$ cat src/rtl/switch_arbiter_if.sv
// Switch allocator port bundle for the five-port router.
// err_timeout exists only when SWITCH_ARB_HOLD_TIMEOUT_EN is defined.
interface switch_arbiter_if;
    logic [2:0] e_req, w_req, n_req, s_req, j_req;
    logic       e_vc_grant, w_vc_grant, n_vc_grant;
    logic       s_vc_grant, j_vc_grant;
    logic       e_tail, w_tail, n_tail, s_tail, j_tail;
    logic       e_credit, w_credit, n_credit;
    logic       s_credit, j_credit;
    logic       e_gnt, w_gnt, n_gnt, s_gnt, j_gnt;
    logic [2:0] sel_e, sel_w, sel_n, sel_s, sel_j;
    logic       alloc_e, alloc_w, alloc_n, alloc_s, alloc_j;
`ifdef SWITCH_ARB_HOLD_TIMEOUT_EN
    logic [4:0] err_timeout;
`endif

    modport master (
`ifdef SWITCH_ARB_HOLD_TIMEOUT_EN
        input  err_timeout,
`endif
        output e_req, w_req, n_req, s_req, j_req,
        output e_vc_grant, w_vc_grant, n_vc_grant,
        output s_vc_grant, j_vc_grant,
        output e_tail, w_tail, n_tail, s_tail, j_tail,
        output e_credit, w_credit, n_credit,
        output s_credit, j_credit,
        input  e_gnt, w_gnt, n_gnt, s_gnt, j_gnt,
        input  sel_e, sel_w, sel_n, sel_s, sel_j,
        input  alloc_e, alloc_w, alloc_n, alloc_s, alloc_j
    );

    modport slave (
`ifdef SWITCH_ARB_HOLD_TIMEOUT_EN
        output err_timeout,
`endif
        input  e_req, w_req, n_req, s_req, j_req,
        input  e_vc_grant, w_vc_grant, n_vc_grant,
        input  s_vc_grant, j_vc_grant,
        input  e_tail, w_tail, n_tail, s_tail, j_tail,
        input  e_credit, w_credit, n_credit,
        input  s_credit, j_credit,
        output e_gnt, w_gnt, n_gnt, s_gnt, j_gnt,
        output sel_e, sel_w, sel_n, sel_s, sel_j,
        output alloc_e, alloc_w, alloc_n, alloc_s, alloc_j
    );
endinterface

$ cat src/rtl/switch_arbiter.sv
// Round-robin switch allocator, one locking arbiter per output port.
// Optional stall timeout: define SWITCH_ARB_HOLD_TIMEOUT_EN.
module switch_arbiter #(
    parameter int HOLD_MAX = 16,
    parameter int CNT_W    = 5
) (
    input  logic            clk,
    input  logic            reset,
    switch_arbiter_if.slave sw
);
    typedef enum logic {
        IDLE   = 1'b0,
        LOCKED = 1'b1
    } state_e;

    if (!((1 << CNT_W) > HOLD_MAX)) begin : g_cfg_chk
        $error("switch_arbiter: CNT_W too small for HOLD_MAX");
    end

    logic [2:0] req [5];
    logic [7:0] vc_v;
    logic [7:0] tail_v;
    logic [4:0] credit;

    state_e     st_q  [5];
    state_e     st_d  [5];
    logic [2:0] own_q [5];
    logic [2:0] own_d [5];
    logic [2:0] ptr_q [5];
    logic [2:0] ptr_d [5];

    logic [4:0] found;
    logic [2:0] win [5];
    logic [4:0] xfer;
    logic [4:0] gnt;
    logic [2:0] sel [5];

`ifdef SWITCH_ARB_HOLD_TIMEOUT_EN
    localparam logic [CNT_W-1:0] HoldMaxC = CNT_W'(HOLD_MAX);
    logic [CNT_W-1:0] cnt_q [5];
    logic [CNT_W-1:0] cnt_d [5];
    logic [4:0]       err_q;
    logic [4:0]       err_d;
`endif

    assign req[0] = sw.e_req;
    assign req[1] = sw.w_req;
    assign req[2] = sw.n_req;
    assign req[3] = sw.s_req;
    assign req[4] = sw.j_req;

    // Padded to 8 so a 3-bit owner index never leaves the vector.
    assign vc_v = {3'b000, sw.j_vc_grant, sw.s_vc_grant,
                   sw.n_vc_grant, sw.w_vc_grant, sw.e_vc_grant};
    assign tail_v = {3'b000, sw.j_tail, sw.s_tail,
                     sw.n_tail, sw.w_tail, sw.e_tail};
    assign credit = {sw.j_credit, sw.s_credit, sw.n_credit,
                     sw.w_credit, sw.e_credit};

    // Round-robin search per output, starting after the last winner.
    always_comb begin
        int         idx;
        logic [2:0] idx3;
        idx  = 0;
        idx3 = 3'd0;
        for (int o = 0; o < 5; o++) begin
            found[o] = 1'b0;
            win[o]   = 3'd0;
            for (int k = 1; k <= 5; k++) begin
                idx = int'(ptr_q[o]) + k;
                if (idx >= 5) begin
                    idx = idx - 5;
                end
                idx3 = 3'(idx);
                if (!found[o] && vc_v[idx3] &&
                    req[idx3] == 3'(o)) begin
                    found[o] = 1'b1;
                    win[o]   = idx3;
                end
            end
        end
    end

    // Transfer, grant and crossbar select from registered lock state.
    always_comb begin
        gnt = 5'b0;
        for (int o = 0; o < 5; o++) begin
            xfer[o] = (st_q[o] == LOCKED) &&
                      vc_v[own_q[o]] && credit[o];
            sel[o]  = (st_q[o] == LOCKED) ? own_q[o] : 3'd0;
            for (int i = 0; i < 5; i++) begin
                if (xfer[o] && own_q[o] == 3'(i)) begin
                    gnt[i] = 1'b1;
                end
            end
        end
    end

    // Per-output lock FSM: arbitrate in IDLE, release on tail.
    always_comb begin
`ifdef SWITCH_ARB_HOLD_TIMEOUT_EN
        err_d = 5'b0;
`endif
        for (int o = 0; o < 5; o++) begin
            st_d[o]  = st_q[o];
            own_d[o] = own_q[o];
            ptr_d[o] = ptr_q[o];
`ifdef SWITCH_ARB_HOLD_TIMEOUT_EN
            cnt_d[o] = cnt_q[o];
`endif
            unique case (st_q[o])
                IDLE: begin
`ifdef SWITCH_ARB_HOLD_TIMEOUT_EN
                    cnt_d[o] = '0;
`endif
                    if (found[o]) begin
                        st_d[o]  = LOCKED;
                        own_d[o] = win[o];
                    end
                end
                LOCKED: begin
                    if (xfer[o]) begin
`ifdef SWITCH_ARB_HOLD_TIMEOUT_EN
                        cnt_d[o] = '0;
`endif
                        if (tail_v[own_q[o]]) begin
                            st_d[o]  = IDLE;
                            ptr_d[o] = own_q[o];
                        end
                    end else begin
`ifdef SWITCH_ARB_HOLD_TIMEOUT_EN
                        if (cnt_q[o] + 1'b1 == HoldMaxC) begin
                            st_d[o]  = IDLE;
                            ptr_d[o] = own_q[o];
                            cnt_d[o] = '0;
                            err_d[o] = 1'b1;
                        end else begin
                            cnt_d[o] = cnt_q[o] + 1'b1;
                        end
`endif
                    end
                end
                default: st_d[o] = IDLE;
            endcase
        end
    end

    // State registers; reset drops any lock immediately.
    always_ff @(posedge clk or negedge reset) begin
        if (!reset) begin
            for (int o = 0; o < 5; o++) begin
                st_q[o]  <= IDLE;
                own_q[o] <= 3'd0;
                ptr_q[o] <= 3'd4;
            end
        end else begin
            for (int o = 0; o < 5; o++) begin
                st_q[o]  <= st_d[o];
                own_q[o] <= own_d[o];
                ptr_q[o] <= ptr_d[o];
            end
        end
    end

`ifdef SWITCH_ARB_HOLD_TIMEOUT_EN
    // Stall counters and the one-cycle forced-release pulse.
    always_ff @(posedge clk or negedge reset) begin
        if (!reset) begin
            for (int o = 0; o < 5; o++) begin
                cnt_q[o] <= '0;
            end
            err_q <= 5'b0;
        end else begin
            for (int o = 0; o < 5; o++) begin
                cnt_q[o] <= cnt_d[o];
            end
            err_q <= err_d;
        end
    end

    assign sw.err_timeout = err_q;
`endif

    assign sw.e_gnt   = gnt[0];
    assign sw.w_gnt   = gnt[1];
    assign sw.n_gnt   = gnt[2];
    assign sw.s_gnt   = gnt[3];
    assign sw.j_gnt   = gnt[4];
    assign sw.sel_e   = sel[0];
    assign sw.sel_w   = sel[1];
    assign sw.sel_n   = sel[2];
    assign sw.sel_s   = sel[3];
    assign sw.sel_j   = sel[4];
    assign sw.alloc_e = xfer[0];
    assign sw.alloc_w = xfer[1];
    assign sw.alloc_n = xfer[2];
    assign sw.alloc_s = xfer[3];
    assign sw.alloc_j = xfer[4];
endmodule

$ cat src/flat_wrapper.sv
// flat-port wrapper written by rule: the top's interface ports become plain ports
module switch_arbiter_flat 
#(
    parameter int HOLD_MAX = 16,
    parameter int CNT_W    = 5
)
  (clk, reset, sw_e_req, sw_w_req, sw_n_req, sw_s_req, sw_j_req, sw_e_vc_grant, sw_w_vc_grant, sw_n_vc_grant, sw_s_vc_grant, sw_j_vc_grant, sw_e_tail, sw_w_tail, sw_n_tail, sw_s_tail, sw_j_tail, sw_e_credit, sw_w_credit, sw_n_credit, sw_s_credit, sw_j_credit, sw_e_gnt, sw_w_gnt, sw_n_gnt, sw_s_gnt, sw_j_gnt, sw_sel_e, sw_sel_w, sw_sel_n, sw_sel_s, sw_sel_j, sw_alloc_e, sw_alloc_w, sw_alloc_n, sw_alloc_s, sw_alloc_j);
  switch_arbiter_if sw_i ();
  input  logic clk;
  input  logic reset;
  input wire logic [$bits(sw_i.e_req)-1:0] sw_e_req;
  input wire logic [$bits(sw_i.w_req)-1:0] sw_w_req;
  input wire logic [$bits(sw_i.n_req)-1:0] sw_n_req;
  input wire logic [$bits(sw_i.s_req)-1:0] sw_s_req;
  input wire logic [$bits(sw_i.j_req)-1:0] sw_j_req;
  input wire logic [$bits(sw_i.e_vc_grant)-1:0] sw_e_vc_grant;
  input wire logic [$bits(sw_i.w_vc_grant)-1:0] sw_w_vc_grant;
  input wire logic [$bits(sw_i.n_vc_grant)-1:0] sw_n_vc_grant;
  input wire logic [$bits(sw_i.s_vc_grant)-1:0] sw_s_vc_grant;
  input wire logic [$bits(sw_i.j_vc_grant)-1:0] sw_j_vc_grant;
  input wire logic [$bits(sw_i.e_tail)-1:0] sw_e_tail;
  input wire logic [$bits(sw_i.w_tail)-1:0] sw_w_tail;
  input wire logic [$bits(sw_i.n_tail)-1:0] sw_n_tail;
  input wire logic [$bits(sw_i.s_tail)-1:0] sw_s_tail;
  input wire logic [$bits(sw_i.j_tail)-1:0] sw_j_tail;
  input wire logic [$bits(sw_i.e_credit)-1:0] sw_e_credit;
  input wire logic [$bits(sw_i.w_credit)-1:0] sw_w_credit;
  input wire logic [$bits(sw_i.n_credit)-1:0] sw_n_credit;
  input wire logic [$bits(sw_i.s_credit)-1:0] sw_s_credit;
  input wire logic [$bits(sw_i.j_credit)-1:0] sw_j_credit;
  output wire logic [$bits(sw_i.e_gnt)-1:0] sw_e_gnt;
  output wire logic [$bits(sw_i.w_gnt)-1:0] sw_w_gnt;
  output wire logic [$bits(sw_i.n_gnt)-1:0] sw_n_gnt;
  output wire logic [$bits(sw_i.s_gnt)-1:0] sw_s_gnt;
  output wire logic [$bits(sw_i.j_gnt)-1:0] sw_j_gnt;
  output wire logic [$bits(sw_i.sel_e)-1:0] sw_sel_e;
  output wire logic [$bits(sw_i.sel_w)-1:0] sw_sel_w;
  output wire logic [$bits(sw_i.sel_n)-1:0] sw_sel_n;
  output wire logic [$bits(sw_i.sel_s)-1:0] sw_sel_s;
  output wire logic [$bits(sw_i.sel_j)-1:0] sw_sel_j;
  output wire logic [$bits(sw_i.alloc_e)-1:0] sw_alloc_e;
  output wire logic [$bits(sw_i.alloc_w)-1:0] sw_alloc_w;
  output wire logic [$bits(sw_i.alloc_n)-1:0] sw_alloc_n;
  output wire logic [$bits(sw_i.alloc_s)-1:0] sw_alloc_s;
  output wire logic [$bits(sw_i.alloc_j)-1:0] sw_alloc_j;
  assign sw_i.e_req = sw_e_req;
  assign sw_i.w_req = sw_w_req;
  assign sw_i.n_req = sw_n_req;
  assign sw_i.s_req = sw_s_req;
  assign sw_i.j_req = sw_j_req;
  assign sw_i.e_vc_grant = sw_e_vc_grant;
  assign sw_i.w_vc_grant = sw_w_vc_grant;
  assign sw_i.n_vc_grant = sw_n_vc_grant;
  assign sw_i.s_vc_grant = sw_s_vc_grant;
  assign sw_i.j_vc_grant = sw_j_vc_grant;
  assign sw_i.e_tail = sw_e_tail;
  assign sw_i.w_tail = sw_w_tail;
  assign sw_i.n_tail = sw_n_tail;
  assign sw_i.s_tail = sw_s_tail;
  assign sw_i.j_tail = sw_j_tail;
  assign sw_i.e_credit = sw_e_credit;
  assign sw_i.w_credit = sw_w_credit;
  assign sw_i.n_credit = sw_n_credit;
  assign sw_i.s_credit = sw_s_credit;
  assign sw_i.j_credit = sw_j_credit;
  assign sw_e_gnt = sw_i.e_gnt;
  assign sw_w_gnt = sw_i.w_gnt;
  assign sw_n_gnt = sw_i.n_gnt;
  assign sw_s_gnt = sw_i.s_gnt;
  assign sw_j_gnt = sw_i.j_gnt;
  assign sw_sel_e = sw_i.sel_e;
  assign sw_sel_w = sw_i.sel_w;
  assign sw_sel_n = sw_i.sel_n;
  assign sw_sel_s = sw_i.sel_s;
  assign sw_sel_j = sw_i.sel_j;
  assign sw_alloc_e = sw_i.alloc_e;
  assign sw_alloc_w = sw_i.alloc_w;
  assign sw_alloc_n = sw_i.alloc_n;
  assign sw_alloc_s = sw_i.alloc_s;
  assign sw_alloc_j = sw_i.alloc_j;
  switch_arbiter #(.HOLD_MAX(HOLD_MAX), .CNT_W(CNT_W)) u_core (.clk(clk), .reset(reset), .sw(sw_i));
endmodule
$ cat config.mk
export PLATFORM = sky130hd
export DESIGN_NAME = switch_arbiter_flat
export DESIGN_NICKNAME = d
export VERILOG_FILES = /design/src/rtl/switch_arbiter_if.sv /design/src/rtl/switch_arbiter.sv /design/src/flat_wrapper.sv
export SDC_FILE = /design/constraint.sdc
export NUM_CORES = 1
export LEC_CHECK = 0
export CAP_MARGIN = 5
export CORE_MARGIN = 2
export CORE_UTILIZATION = 44
export CTS_CLUSTER_SIZE = 24
export DETAILED_ROUTE_END_ITERATION = 12
export PLACE_DENSITY = 0.63
export REMOVE_ABC_BUFFERS = 1
export SETUP_SLACK_MARGIN = 0.05
export SLEW_MARGIN = 10
export SYNTH_ARGS = -nofsm -noshare
export SYNTH_HDL_FRONTEND = slang
export SYNTH_SLANG_ARGS = --single-unit
$ cat constraint.sdc
create_clock -name clk -period 4.5 [get_ports clk]
set_clock_uncertainty 0.15 [all_clocks]
set_input_delay 0.9 -clock clk [delete_from_list [all_inputs] [get_ports clk]]
set_output_delay 0.9 -clock clk [all_outputs]
set_load 0.1 [all_outputs]
==> impl_results.md, run 1 <==
* Max-slew violation count at 0
* Clock Latency Late Sink at 0.28 ns
* Synth unique cells at 91
* Worst Setup SP: sw_s_vc_grant
* Initial antenna violation count at 0
* Cell with the most instances after synthesis: nand2_1
* Htree depth at 2
* All-Layer GR Usage at 0.266
* Final period utilization at 0.959
* Reg2Reg Depth at 10
* Minimum clock period at 4.32 ns
* # Post-CTS Setup Buffers at 0
* Synth warn at 0
* Total of max-cap violations at 0
* Synth area leader: dfrtp_1
* Worst EP required at 3.45 ns
* Clock Sinks at 35
* Net count, final at 1056
* CP Max Fanout at 8
* Clock Pin Slew Worst Setup and Hold Paths at 0.06 ns
* Core area at 15800 um^2
* Synth top cells by count: nand2_1 (66), nor2_1 (64), a21oi_1 (48), ha_1 (47), inv_1 (47)
* I/O Pins at 57
* Critical Path End: sw_n_gnt
* Slowest stage delay, CP at 0.56 ns
* Die area at 17000 um^2
* Via density at 6.24
* First-pass GRT wire length at 35800 um
* Vias in the first global route at 6629
* Num CTS Buffers at 5
* Final setup viols at 0
* Final HPWL DP at 17800 um
* Total Wirelength at 22700 um
* Routed len/inst at 19.1 um
* Slowest-stage cell, CP: clkdlybuf4s50_1
* IO Port Bufs at 56
* Setup_tns at 0 ns
* Post-Synthesis Cells at 907
* Post-route antenna net violation count at 0
* Commonest register cell after synthesis: dfrtp_1
* Pin count of the biggest net entering global routing at 36
* GRT overflow at 0
* Area contributors post-synth: dfrtp_1 (11%), ha_1 (8.4%), mux2i_1 (5.4%)
* R2r startpoint: u_core.ptr_q[1]
* Maximum achievable frequency at 232 MHz
* Post_cts resized at 0
* Vias at 7419
* Antenna diode count at 0
* Slew @ Worst Pin at 0.976 ns
* CTS max path bufs at 2
* Worst path arrival time at 3.27 ns
* Area Overhead vs Synth at 17.4%
* CP Launch Type: input port
* Reg2reg setup slack at 0.62 ns
* EDFF count, synth at 0
* WS Path Type: input port to output port
* Die W at 130 um
* Outcome: finished clean
* CP endpoint kind: output port
* Site row count at 46
* Initial cell density of the core at 0.445
* Endpoints failing hold at 0
* CTS Hold Bufs at 0
* HP Class: flop to flop
* Part of the Yosys area used for sequential elements at 0.126
* Die Y at 130 um
* DRC Markers at 0
* Synth Area per Inst at 7.74 um^2
* Routability Congestion at 0.953
* Synth top area share at 0.107
* DR pass1 iterations at 5
* Syn Std Cell Area at 7020 um^2
* Slew margin rel. at 0.347
* R2R Path End: u_core.own_q[0]
* Clk root buf: clkbuf_16
* RSZ-0062 raised after global routing: false
* Iter 0 DRT Violations at 660
* CP Cell Sequence: clkdlybuf4s50_1, buf_4, mux4_2, nand2b_1, a21oi_1, nor2b_1, nand2_1, o22ai_1, or3_1, buf_12
* #FFs+latches synth at 35
* CTS tree: built
* Ys async rst share at 1.00
* Fraction of layout cells with a size suffix above 1 at 0.139
-- final cells by class --
type	count	area, um^2
tap	216	270
sequential	35	882
clock buffer	5	125
timing repair buffer	97	963
multi-input combinational	783	5790
clock inverter	3	20.0
inverter	50	188
fill	1533	7530
-- per-layer routing --
layer	track usage	share of wire	up-vias
met1	0.384	0.46	3574
met4	0.0269	0.0066	0
met2	0.438	0.47	252
li1	-	-	3575
met3	0.0385	0.065	18
met5	0	0	-
-- metrics by stage --
step	hold slack (ns)	cells	utilization	setup WS, ns	area [um^2]
3_5_place_dp	0.427	1181	0.513	0.201	8100
6_report	0.435	1189	0.523	0.185	8240
2_1_floorplan	0.379	868	-	-0.551	6860
5_1_grt	0.473	1189	0.523	0.0547	8240
4_1_cts	0.428	1189	0.523	0.195	8240
3_3_place_gp	0.429	1181	0.513	0.237	8100
-- sequential cells by signal, indices dropped and copies added, names as in the netlist --
register,count
u_core.ptr_q,15
u_core.st_q,5
u_core.own_q,15
-- layout by cell type (no fill, tap or decap), types with 13 or more instances in the layout --
cell / Yosys / routed
a21oi_1: 48 / 48
nand2_1: 66 / 66
ha_1: 47 / 47
o21ai_0: 39 / 39
clkdlybuf4s50_1: 0 / 45
nor2b_1: 21 / 21
or3_1: 14 / 14
buf_4: 1 / 41
mux2i_1: 38 / 38
a21o_1: 13 / 13
dfrtp_1: 30 / 30
inv_1: 47 / 47
and3_1: 14 / 14
xnor2_1: 21 / 21
nor3b_1: 14 / 14
mux2_2: 16 / 16
and2_1: 15 / 15
nand2b_1: 30 / 30
nor2_1: 64 / 64
nand3_1: 44 / 44
nor3_1: 17 / 17
a31oi_1: 18 / 18
o22ai_1: 14 / 14
-- worst max-delay path, delay by kind of cell --
kind / cells / cell delay, ns
AND/OR/NAND/NOR: 4 / 0.74
AO/OA/AOI/OAI: 2 / 0.17
buffers and inverters: 3 / 0.99
multiplexers: 1 / 0.46
-- cells by family (layout without fill, tap and decap cells) --
| family | count (synthesis) | after routing | synth area share |
|---|---|---|---|
| and+or+nand+nor | 385 | 385 | 0.318 |
| muxes | 66 | 66 | 0.118 |
| adders and majority gates | 52 | 52 | 0.0980 |
| xor gates and xnor gates | 25 | 25 | 0.0312 |
| buffers and inverters | 89 | 155 | 0.0495 |
| AOI/OAI and AO/OA | 255 | 255 | 0.259 |
| DFF | 35 | 35 | 0.126 |
-- how the worst min path moves through the flow --
stage                   start              end  cells past startpoint
2_1_floorplan  u_core.st_q[3]  u_core.own_q[9]                      1
3_3_place_gp   u_core.st_q[3]  u_core.own_q[9]                      1
3_5_place_dp   u_core.st_q[3]  u_core.own_q[9]                      1
4_1_cts        u_core.st_q[3]  u_core.own_q[9]                      1
5_1_grt        u_core.st_q[0]   u_core.st_q[0]                      1
6_report       u_core.st_q[3]  u_core.own_q[9]                      1
Power of run 1 is not shown: default switching activity piles up to over one toggle a cycle in this logic, so the estimate is an artifact.
==> run 2, diff against run 1 <==
- REMOVE_ABC_BUFFERS: 1 -> unset
==> run 2 against run 1 <==
Net effect:
- non-clock buffer count decreased by 10
- count of clock-buffer cells in the layout increased by 1
- die area unchanged
- worst setup slack improved by 0.042 ns
- cell area about the same
- sequential cell count unchanged
- sequential share of layout area about the same
- register-to-register slack got worse by 0.06 ns
- critical path type unchanged
- critical endpoint unchanged
- largest cell class unchanged
- highest routed layer unchanged
==> impl_results.md, run 2 (same netlist as run 1, synthesis figures left out) <==
* Area Overhead vs Synth at 17.4% (about the same)
* Slew @ Worst Pin at 0.975 ns (-0.00132 ns)
* Clk root buf: clkbuf_16
* IO Port Bufs at 56 (unchanged)
* Htree depth at 2 (unchanged)
* Worst path arrival time at 3.22 ns (-0.05 ns)
* Hold_sp: u_core.st_q[0]
* CP Launch Type: input port
* I/O Pins at 57 (unchanged)
* Initial cell density of the core at 0.445 (unchanged)
* Die W at 130 um (unchanged)
* # Post-CTS Setup Buffers at 0 (unchanged)
* Max-slew violation count at 0 (unchanged)
* Post-route antenna net violation count at 0 (unchanged)
* Biggest regs: u_core.own_q x15, u_core.ptr_q x15, u_core.st_q x5
* DR pass1 iterations at 5 (unchanged)
* CTS max path bufs at 2 (unchanged)
* Total of max-cap violations at 0 (unchanged)
* R2r startpoint: u_core.ptr_q[1]
* CP endpoint kind: output port
* Antenna diode count at 0 (unchanged)
* Die area at 17000 um^2 (unchanged)
* Fraction of layout cells with a size suffix above 1 at 0.135 (-0.00375)
* Core area at 15800 um^2 (unchanged)
* Die Y at 130 um (unchanged)
* Vias in the first global route at 6805 (+2.7%)
* DRC Markers at 0 (unchanged)
* Clock Pin Slew Worst Setup and Hold Paths at 0.06 ns (about the same)
* Total Wirelength at 22800 um (+0.33%)
* CP Max Fanout at 9 (+1)
* CTS Hold Bufs at 0 (unchanged)
* Num CTS Buffers at 5 (unchanged)
* Final setup viols at 0 (unchanged)
* Outcome: finished clean
* Routability Congestion at 0.923 (-3.2%)
* Site row count at 46 (unchanged)
* CP Cell Sequence: clkdlybuf4s50_1, mux4_2, nand2b_1, a21oi_4, nor2b_1, nand2_1, o22ai_1, or3_1, buf_12
* Worst Setup SP: sw_s_vc_grant
* Routed len/inst at 19.4 um (+1.2%)
* GRT overflow at 0 (unchanged)
* RSZ-0062 raised after global routing: false
* Post_cts resized at 0 (unchanged)
* Via density at 6.28 (+0.58%)
* WS Path Type: input port to output port
* Slowest-stage cell, CP: clkdlybuf4s50_1
* Net count, final at 1046 (-0.95%)
* Endpoints failing hold at 0 (unchanged)
* Clock Sinks at 35 (unchanged)
* Vias at 7399 (-0.27%)
* All-Layer GR Usage at 0.272 (+0.00598)
* Worst EP required at 3.45 ns (about the same)
* First-pass GRT wire length at 36800 um (+2.7%)
* Final HPWL DP at 17800 um (-0.10%)
* Leading cell type in the layout, fill and taps excluded: nand2_1
* Clock Latency Late Sink at 0.29 ns (about the same)
* Slew margin rel. at 0.348 (+0.000882)
* Post-Syn Nets at 991
* HP Class: flop to flop
* Maximum achievable frequency at 234 MHz (+0.98%)
* CTS tree: built
* Iter 0 DRT Violations at 695 (+5.3%)
* Most frequent cells in the layout: nand2_1 (66), nor2_1 (64), inv_1 (47), ha_1 (47), clkdlybuf4s50_1 (45)
* Initial antenna violation count at 0 (unchanged)
* Pin count of the biggest net entering global routing at 36 (unchanged)
* Slowest stage delay, CP at 0.60 ns (+0.04 ns)
* Setup_tns at 0 ns (unchanged)
* Final period utilization at 0.950 (-0.00930)
* Minimum clock period at 4.27 ns (-0.0419 ns)
==> run 2: changes by cell type in the layout (fill, tap and decap cells not counted) <==
cell	before	now
clkinvlp_4	2	0
a21oi_2	1	2
a21oi_1	48	43
buf_4	41	31
a21oi_4	0	4
clkbuf_8	0	1
bufinv_16	0	1
==> run 2: worst max-delay path, delay by kind of cell <==
kind | cells | cell delay [ns]
AO/OA/AOI/OAI | 2 | 0.15
buffers and inverters | 2 | 0.79
AND/OR/NAND/NOR | 4 | 0.83
multiplexers | 1 | 0.54
==> run 2: final cells by class <==
type                       instances  area, um^2
multi-input combinational        783        5840
tap                              216         270
timing repair buffer              87         888
inverter                          50         188
clock inverter                     2        35.0
clock buffer                       6         139
sequential                        35         882
fill                            1575        7530
==> run 2: layer usage <==
metal	track usage	up-vias	part of all wire
met5	0	-	0
met4	0.0720	0	0.023
met3	0.0377	38	0.052
met2	0.438	218	0.46
met1	0.384	3585	0.47
li1	-	3558	-
==> run 2: through the flow <==
step / util / setup slack (ns) / cells / hold slack (ns) / area [um^2]
2_1_floorplan: - / 0.0541 / 907 / 0.379 / 7070
3_3_place_gp: 0.512 / 0.210 / 1171 / 0.428 / 8070
3_5_place_dp: 0.512 / 0.233 / 1171 / 0.432 / 8070
4_1_cts: 0.523 / 0.247 / 1179 / 0.448 / 8240
5_1_grt: 0.523 / 0.0861 / 1179 / 0.470 / 8240
6_report: 0.523 / 0.227 / 1179 / 0.437 / 8240
==> run 2: path summary, 6_finish.rpt <==
kind / end / slack (ns) / cells after the start
max: sw_n_gnt / 0.23 / 9
min: u_core.st_q[0] / 0.44 / 1
max reg2reg: u_core.own_q[0] / 0.56 / 10
min reg2reg: u_core.st_q[0] / 0.44 / 1
max in group asynchronous: u_core.own_q[7] / 3.08 / 1
min in group asynchronous: u_core.ptr_q[1] / 0.57 / 1
Power of run 2 is left out for the same reason.
